==> src/rtl/router_pkg.sv <==
// Shared definitions for the 1x3 packet router datapath: byte width,
// header field layout and the reserved (invalid) destination address.
package router_pkg;

  localparam int BYTE_W = 8;
  localparam logic [1:0] ADDR_INVALID = 2'b11;

  // Header byte layout: {len[5:0], addr[1:0]}
  typedef struct packed {
    logic [5:0] len;
    logic [1:0] addr;
  } hdr_t;

  function automatic logic addr_is_valid(input logic [1:0] addr);
    return addr != ADDR_INVALID;
  endfunction

endpackage

==> src/rtl/router_parity_chk.sv <==
// Running XOR parity over header and payload, capture of the trailing parity
// byte, and the parity_done / err flags derived from comparing the two.
import router_pkg::*;

module router_parity_chk (
  input  logic              clk,
  input  logic              rst,
  input  logic [BYTE_W-1:0] data_in,
  input  logic [BYTE_W-1:0] hdr_byte,
  input  logic              packet_valid,
  input  logic              fifo_full,
  input  logic              detect_add,
  input  logic              ld_state,
  input  logic              laf_state,
  input  logic              full_state,
  input  logic              lfd_state,
  input  logic              low_packet_valid,
  output logic              parity_done,
  output logic              err
);

  logic [BYTE_W-1:0] int_parity;
  logic [BYTE_W-1:0] pkt_parity;

  // The trailing parity byte arrives with packet_valid low, so it is never
  // folded into int_parity; a byte stalled by full_state was already counted.
  always_ff @(posedge clk or posedge rst) begin
    if (rst) begin
      int_parity <= '0;
    end else if (detect_add) begin
      int_parity <= '0;
    end else if (lfd_state) begin
      int_parity <= int_parity ^ hdr_byte;
    end else if (ld_state && packet_valid && !full_state) begin
      int_parity <= int_parity ^ data_in;
    end
  end

  always_ff @(posedge clk or posedge rst) begin
    if (rst) begin
      pkt_parity <= '0;
    end else if (ld_state && !packet_valid) begin
      pkt_parity <= data_in;
    end
  end

  always_ff @(posedge clk or posedge rst) begin
    if (rst) begin
      parity_done <= 1'b0;
    end else if (detect_add) begin
      parity_done <= 1'b0;
    end else if ((ld_state && !fifo_full && !packet_valid) ||
                 (laf_state && low_packet_valid && !parity_done)) begin
      parity_done <= 1'b1;
    end
  end

  // err trails parity_done by one cycle so pkt_parity is already captured.
  always_ff @(posedge clk or posedge rst) begin
    if (rst) begin
      err <= 1'b0;
    end else if (detect_add) begin
      err <= 1'b0;
    end else if (parity_done) begin
      err <= (int_parity != pkt_parity);
    end
  end

endmodule

==> src/rtl/router_reg.sv <==
// Router datapath register: latches the header, drives dout toward the
// selected FIFO, parks one byte while that FIFO is full, and checks parity.
import router_pkg::*;

module router_reg (
  input  logic              clk,
  input  logic              resetn,
  input  logic              packet_valid,
  input  logic [BYTE_W-1:0] data_in,
  input  logic              fifo_full,
  input  logic              detect_add,
  input  logic              ld_state,
  input  logic              laf_state,
  input  logic              full_state,
  input  logic              lfd_state,
  input  logic              rst_int_reg,
  output logic              err,
  output logic              parity_done,
  output logic              low_packet_valid,
  output logic [BYTE_W-1:0] dout
);

  logic [BYTE_W-1:0] hdr_byte;
  logic [BYTE_W-1:0] full_byte;

  // Reset input is active-high despite its name.
  always_ff @(posedge clk or posedge resetn) begin
    if (resetn) begin
      hdr_byte <= '0;
    end else if (detect_add && packet_valid && addr_is_valid(data_in[1:0])) begin
      hdr_byte <= data_in;
    end
  end

  // With the FIFO full the incoming byte is parked in full_byte and replayed
  // from LOAD_AFTER_FULL; dout holds meanwhile.
  always_ff @(posedge clk or posedge resetn) begin
    if (resetn) begin
      dout      <= '0;
      full_byte <= '0;
    end else if (lfd_state) begin
      dout <= hdr_byte;
    end else if (ld_state && !fifo_full) begin
      dout <= data_in;
    end else if (ld_state && fifo_full) begin
      full_byte <= data_in;
    end else if (laf_state) begin
      dout <= full_byte;
    end
  end

  always_ff @(posedge clk or posedge resetn) begin
    if (resetn) begin
      low_packet_valid <= 1'b0;
    end else if (rst_int_reg) begin
      low_packet_valid <= 1'b0;
    end else if (ld_state && !packet_valid) begin
      low_packet_valid <= 1'b1;
    end
  end

  router_parity_chk u_parity_chk (
    .clk              (clk),
    .rst              (resetn),
    .data_in          (data_in),
    .hdr_byte         (hdr_byte),
    .packet_valid     (packet_valid),
    .fifo_full        (fifo_full),
    .detect_add       (detect_add),
    .ld_state         (ld_state),
    .laf_state        (laf_state),
    .full_state       (full_state),
    .lfd_state        (lfd_state),
    .low_packet_valid (low_packet_valid),
    .parity_done      (parity_done),
    .err              (err)
  );

endmodule

==> config.mk <==
export PLATFORM = sky130hd
export DESIGN_NAME = router_reg
export DESIGN_NICKNAME = d
export VERILOG_FILES = /design/src/rtl/router_pkg.sv /design/src/rtl/router_parity_chk.sv /design/src/rtl/router_reg.sv
export SDC_FILE = /design/constraint.sdc
export NUM_CORES = 1
export LEC_CHECK = 0
export BUFFER_PORTS_ARGS = -buffer_cell sky130_fd_sc_hd__buf_2
export CAP_MARGIN = 20
export CORE_ASPECT_RATIO = 0.75
export CORE_MARGIN = 2
export CORE_UTILIZATION = 24
export DETAILED_ROUTE_END_ITERATION = 7
export PLACE_DENSITY_LB_ADDON = 0.05
export SYNTH_ARGS = -nofsm -noshare
export SYNTH_HDL_FRONTEND = slang
export SYNTH_SLANG_ARGS = --single-unit
==> constraint.sdc <==
create_clock -name clk -period 1.2 [get_ports clk]
set_input_delay 0.12 -clock clk [delete_from_list [all_inputs] [get_ports clk]]
set_output_delay 0.12 -clock clk [all_outputs]
set_load 0.01 [all_outputs]
==> results.json <==
{
  "status": "completed",
  "path_clk_slew_ns": 0.06,
  "dp.cells": 319,
  "start_util": 0.244,
  "startpoint": "u_parity_chk.pkt_parity[7]",
  "worstSetupPathType": "register to register",
  "synth_edf_count": 0,
  "grt_pass1_vias": 1557,
  "fin_crit_sh": 0.933,
  "min_period_ns": 1.12,
  "areaGrowthSynthToFinish_pct": 29.8,
  "wire_per_inst_um": 15.7,
  "cts_setup_buffers": 0,
  "critPathArrivalTime_ns": 1.27,
  "path_max_fanout": 2,
  "fp.dieArea_um2": 9250,
  "drt_wl_total_mm": 5.15,
  "synth.yosys.seq_area_share": 0.528,
  "top_level_ports": 29,
  "avgSynthCellArea_um2": 12.0,
  "grt_overflow_total": 0,
  "synth_cell_types": 25,
  "cts_root_buf": "clkbuf_16",
  "setup_violations": 0,
  "rsz0062_at_grt": "no",
  "hold_path.class": "input pin to register",
  "synth_cells": 170,
  "drive_gt1_frac": 0.373,
  "drc": 0,
  "syn-num-nets": 188,
  "grt_usage": 0.123,
  "placed_area_um2": 2470,
  "gr-usage-met3": 0.0289,
  "synth_ff_type": "dfrtp_1",
  "coreArea_um2": 8350,
  "syn_area_um2": 2040,
  "synth.area.top_cells": "dfrtp_1 53%, mux2_2 14%, xnor2_1 5.6%, mux2i_1 5.4%, nand3b_1 4.4%",
  "crit_required_ns": 1.35,
  "finClkSkew_ns": 0.00346,
  "slew_headroom": 0.791,
  "grt_max_degree": 44,
  "cts_sinks": 43,
  "synth_area_leader_cell": "dfrtp_1",
  "p_leak_nw": 1.18,
  "fp.dieW_um": 110,
  "ys_warn_count": 0,
  "clk_path_buf_depth": 2,
  "holdPathStages": 2,
  "dpl.hpwl_mm": 3.89,
  "cts_made_buffers": 5,
  "vdd_drop_max_v": 0.000484,
  "synth.most_common_cell": "dfrtp_1",
  "rows": 29,
  "via_count": 1451,
  "met2_usage": 0.187,
  "portBuffers": 28,
  "die_y_um": 83.8,
  "ys_async_sr_fraction": 1.00,
  "drt_pass1_iterations": 4,
  "synth.top_cell.area_share": 0.528,
  "startpoint_type": "register",
  "power.density_nw_per_um2": 1530,
  "r2r-start": "u_parity_chk.pkt_parity[7]",
  "synth-seq-cells": 43,
  "grt_pass1_wl_mm": 8.42,
  "vias_per_cell": 4.42,
  "drv_cap": 0,
  "yosys-top-cells-count": "43 x dfrtp_1, 25 x mux2_2, 17 x nor2_1",
  "fin_cells": 328,
  "rr_worst_depth": 4,
  "cts.htree.levels": 2,
  "maxSlewViolCount": 0,
  "drtIter0Drc": 32,
  "gr-usage-met1": 0.173,
  "hp-start": "data_in[6]",
  "cp-end-kind": "register",
  "clock_latency_ns": 0.28,
  "final_nets": 238,
  "diodes": 0,
  "clock.fmax_mhz": 893,
  "final_area_um2": 2640,
  "grt-busiest-layer": "met2",
  "final_antenna_net_count": 0,
  "cts_tree": "done",
  "tightest_slew_ns": 0.314,
  "place_congestion": 0.760,
  "antenna_found_initial": 0,
  "holdWs_ns": 0.145,
  "final-hold-violation-count": 0
}
==> logic make-up after synthesis <==
kind of cell,after synthesis,share of synthesized area
XOR/XNOR,16,0.0688
AO/OA/AOI/OAI,26,0.0805
AND/OR/NAND/NOR,40,0.107
multiplexers,36,0.192
flip-flops,43,0.528
buffers and inverters,9,0.0233
==> worst paths after layout <==
path                                         endpoint  slack, ns
max                                  u_parity_chk.err       0.08
min                                      full_byte[6]       0.14
max reg2reg                          u_parity_chk.err       0.08
min reg2reg                                   dout[2]       0.48
max in group asynchronous  u_parity_chk.int_parity[2]       0.57
min in group asynchronous  u_parity_chk.pkt_parity[2]       0.42
==> cells in the final DEF (no fill, tap or decap) <==
cell type and count:
xnor2_1 12, clkinv_1 1, a31oi_1 1, clkinv_2 1, o21ai_0 3, a21oi_1 14, dfrtp_1 43, and2b_1 1
clkbuf_16 5, inv_1 1, a221o_1 5, xor2_1 3, nand3b_1 12, o21bai_1 1, a21o_1 1, xnor2_2 1
nor3_2 1, dlygate4sd3_1 2, nand2b_1 2, mux2_2 25, buf_4 16, nand4_1 1, a211oi_1 1, mux2i_1 11
buf_2 28, buf_12 4, nor2b_1 1, nor2_1 17, nand2_1 4, nor4_1 1, clkbuf_8 1
==> power breakdown <==
part / switching [W] / internal (W)
sequential: 0.000166 / 0.00169
clock: 0.000544 / 0.000813
combinational: 0.000373 / 0.000460
total: 0.00108 / 0.00297
==> worst max-delay path, cell delays in order (launching register included) <==
cell,delay [ns]
dfrtp_1,0.41
xnor2_2,0.18
nand4_1,0.10
nor4_1,0.18
a31oi_1,0.12
==> per-stage QoR <==
stage,util,setup WS (ns),power [W],setup TNS (ns)
2_1_floorplan,-,0.0773,0.00238,0
3_3_place_gp,0.296,-0.0114,0.00271,-0.0170
3_5_place_dp,0.296,-0.0424,0.00272,-0.0755
4_1_cts,0.316,0.0447,0.00411,0
5_1_grt,0.317,0.0152,0.00431,0
6_report,0.317,0.0798,0.00405,0
==> state kept, by name, summed over array words and instances (netlist names) <==
name and count:
dout 8, full_byte 8, hdr_byte 8, u_parity_chk.int_parity 8, u_parity_chk.pkt_parity 8, low_packet_valid 1
u_parity_chk.err 1, u_parity_chk.parity_done 1
==> cell type report <==
class                           instances  area [µm²]
Inverter                                2        7.51
Fill cell                             881        5700
Clock buffer                            6         139
Tap cell                              108         135
Multi-Input combinational cell        118         921
Clock inverter                          1        5.00
Sequential cell                        43        1080
Timing Repair Buffer                   50         360
==> per-layer routing <==
layer | up-vias | routed length (µm)
met5 | - | 0
met4 | 0 | 46
met3 | 5 | 142
met2 | 16 | 2400
met1 | 728 | 2570
li1 | 702 | -
==> what timing repair did <==
item	4_1_cts	5_1_grt
endpoints found under the hold margin	44	0
hold buffers	2	0
gates resized for setup	0	1
endpoints found under the setup margin	0	1
(Power assumes the default switching activity.)
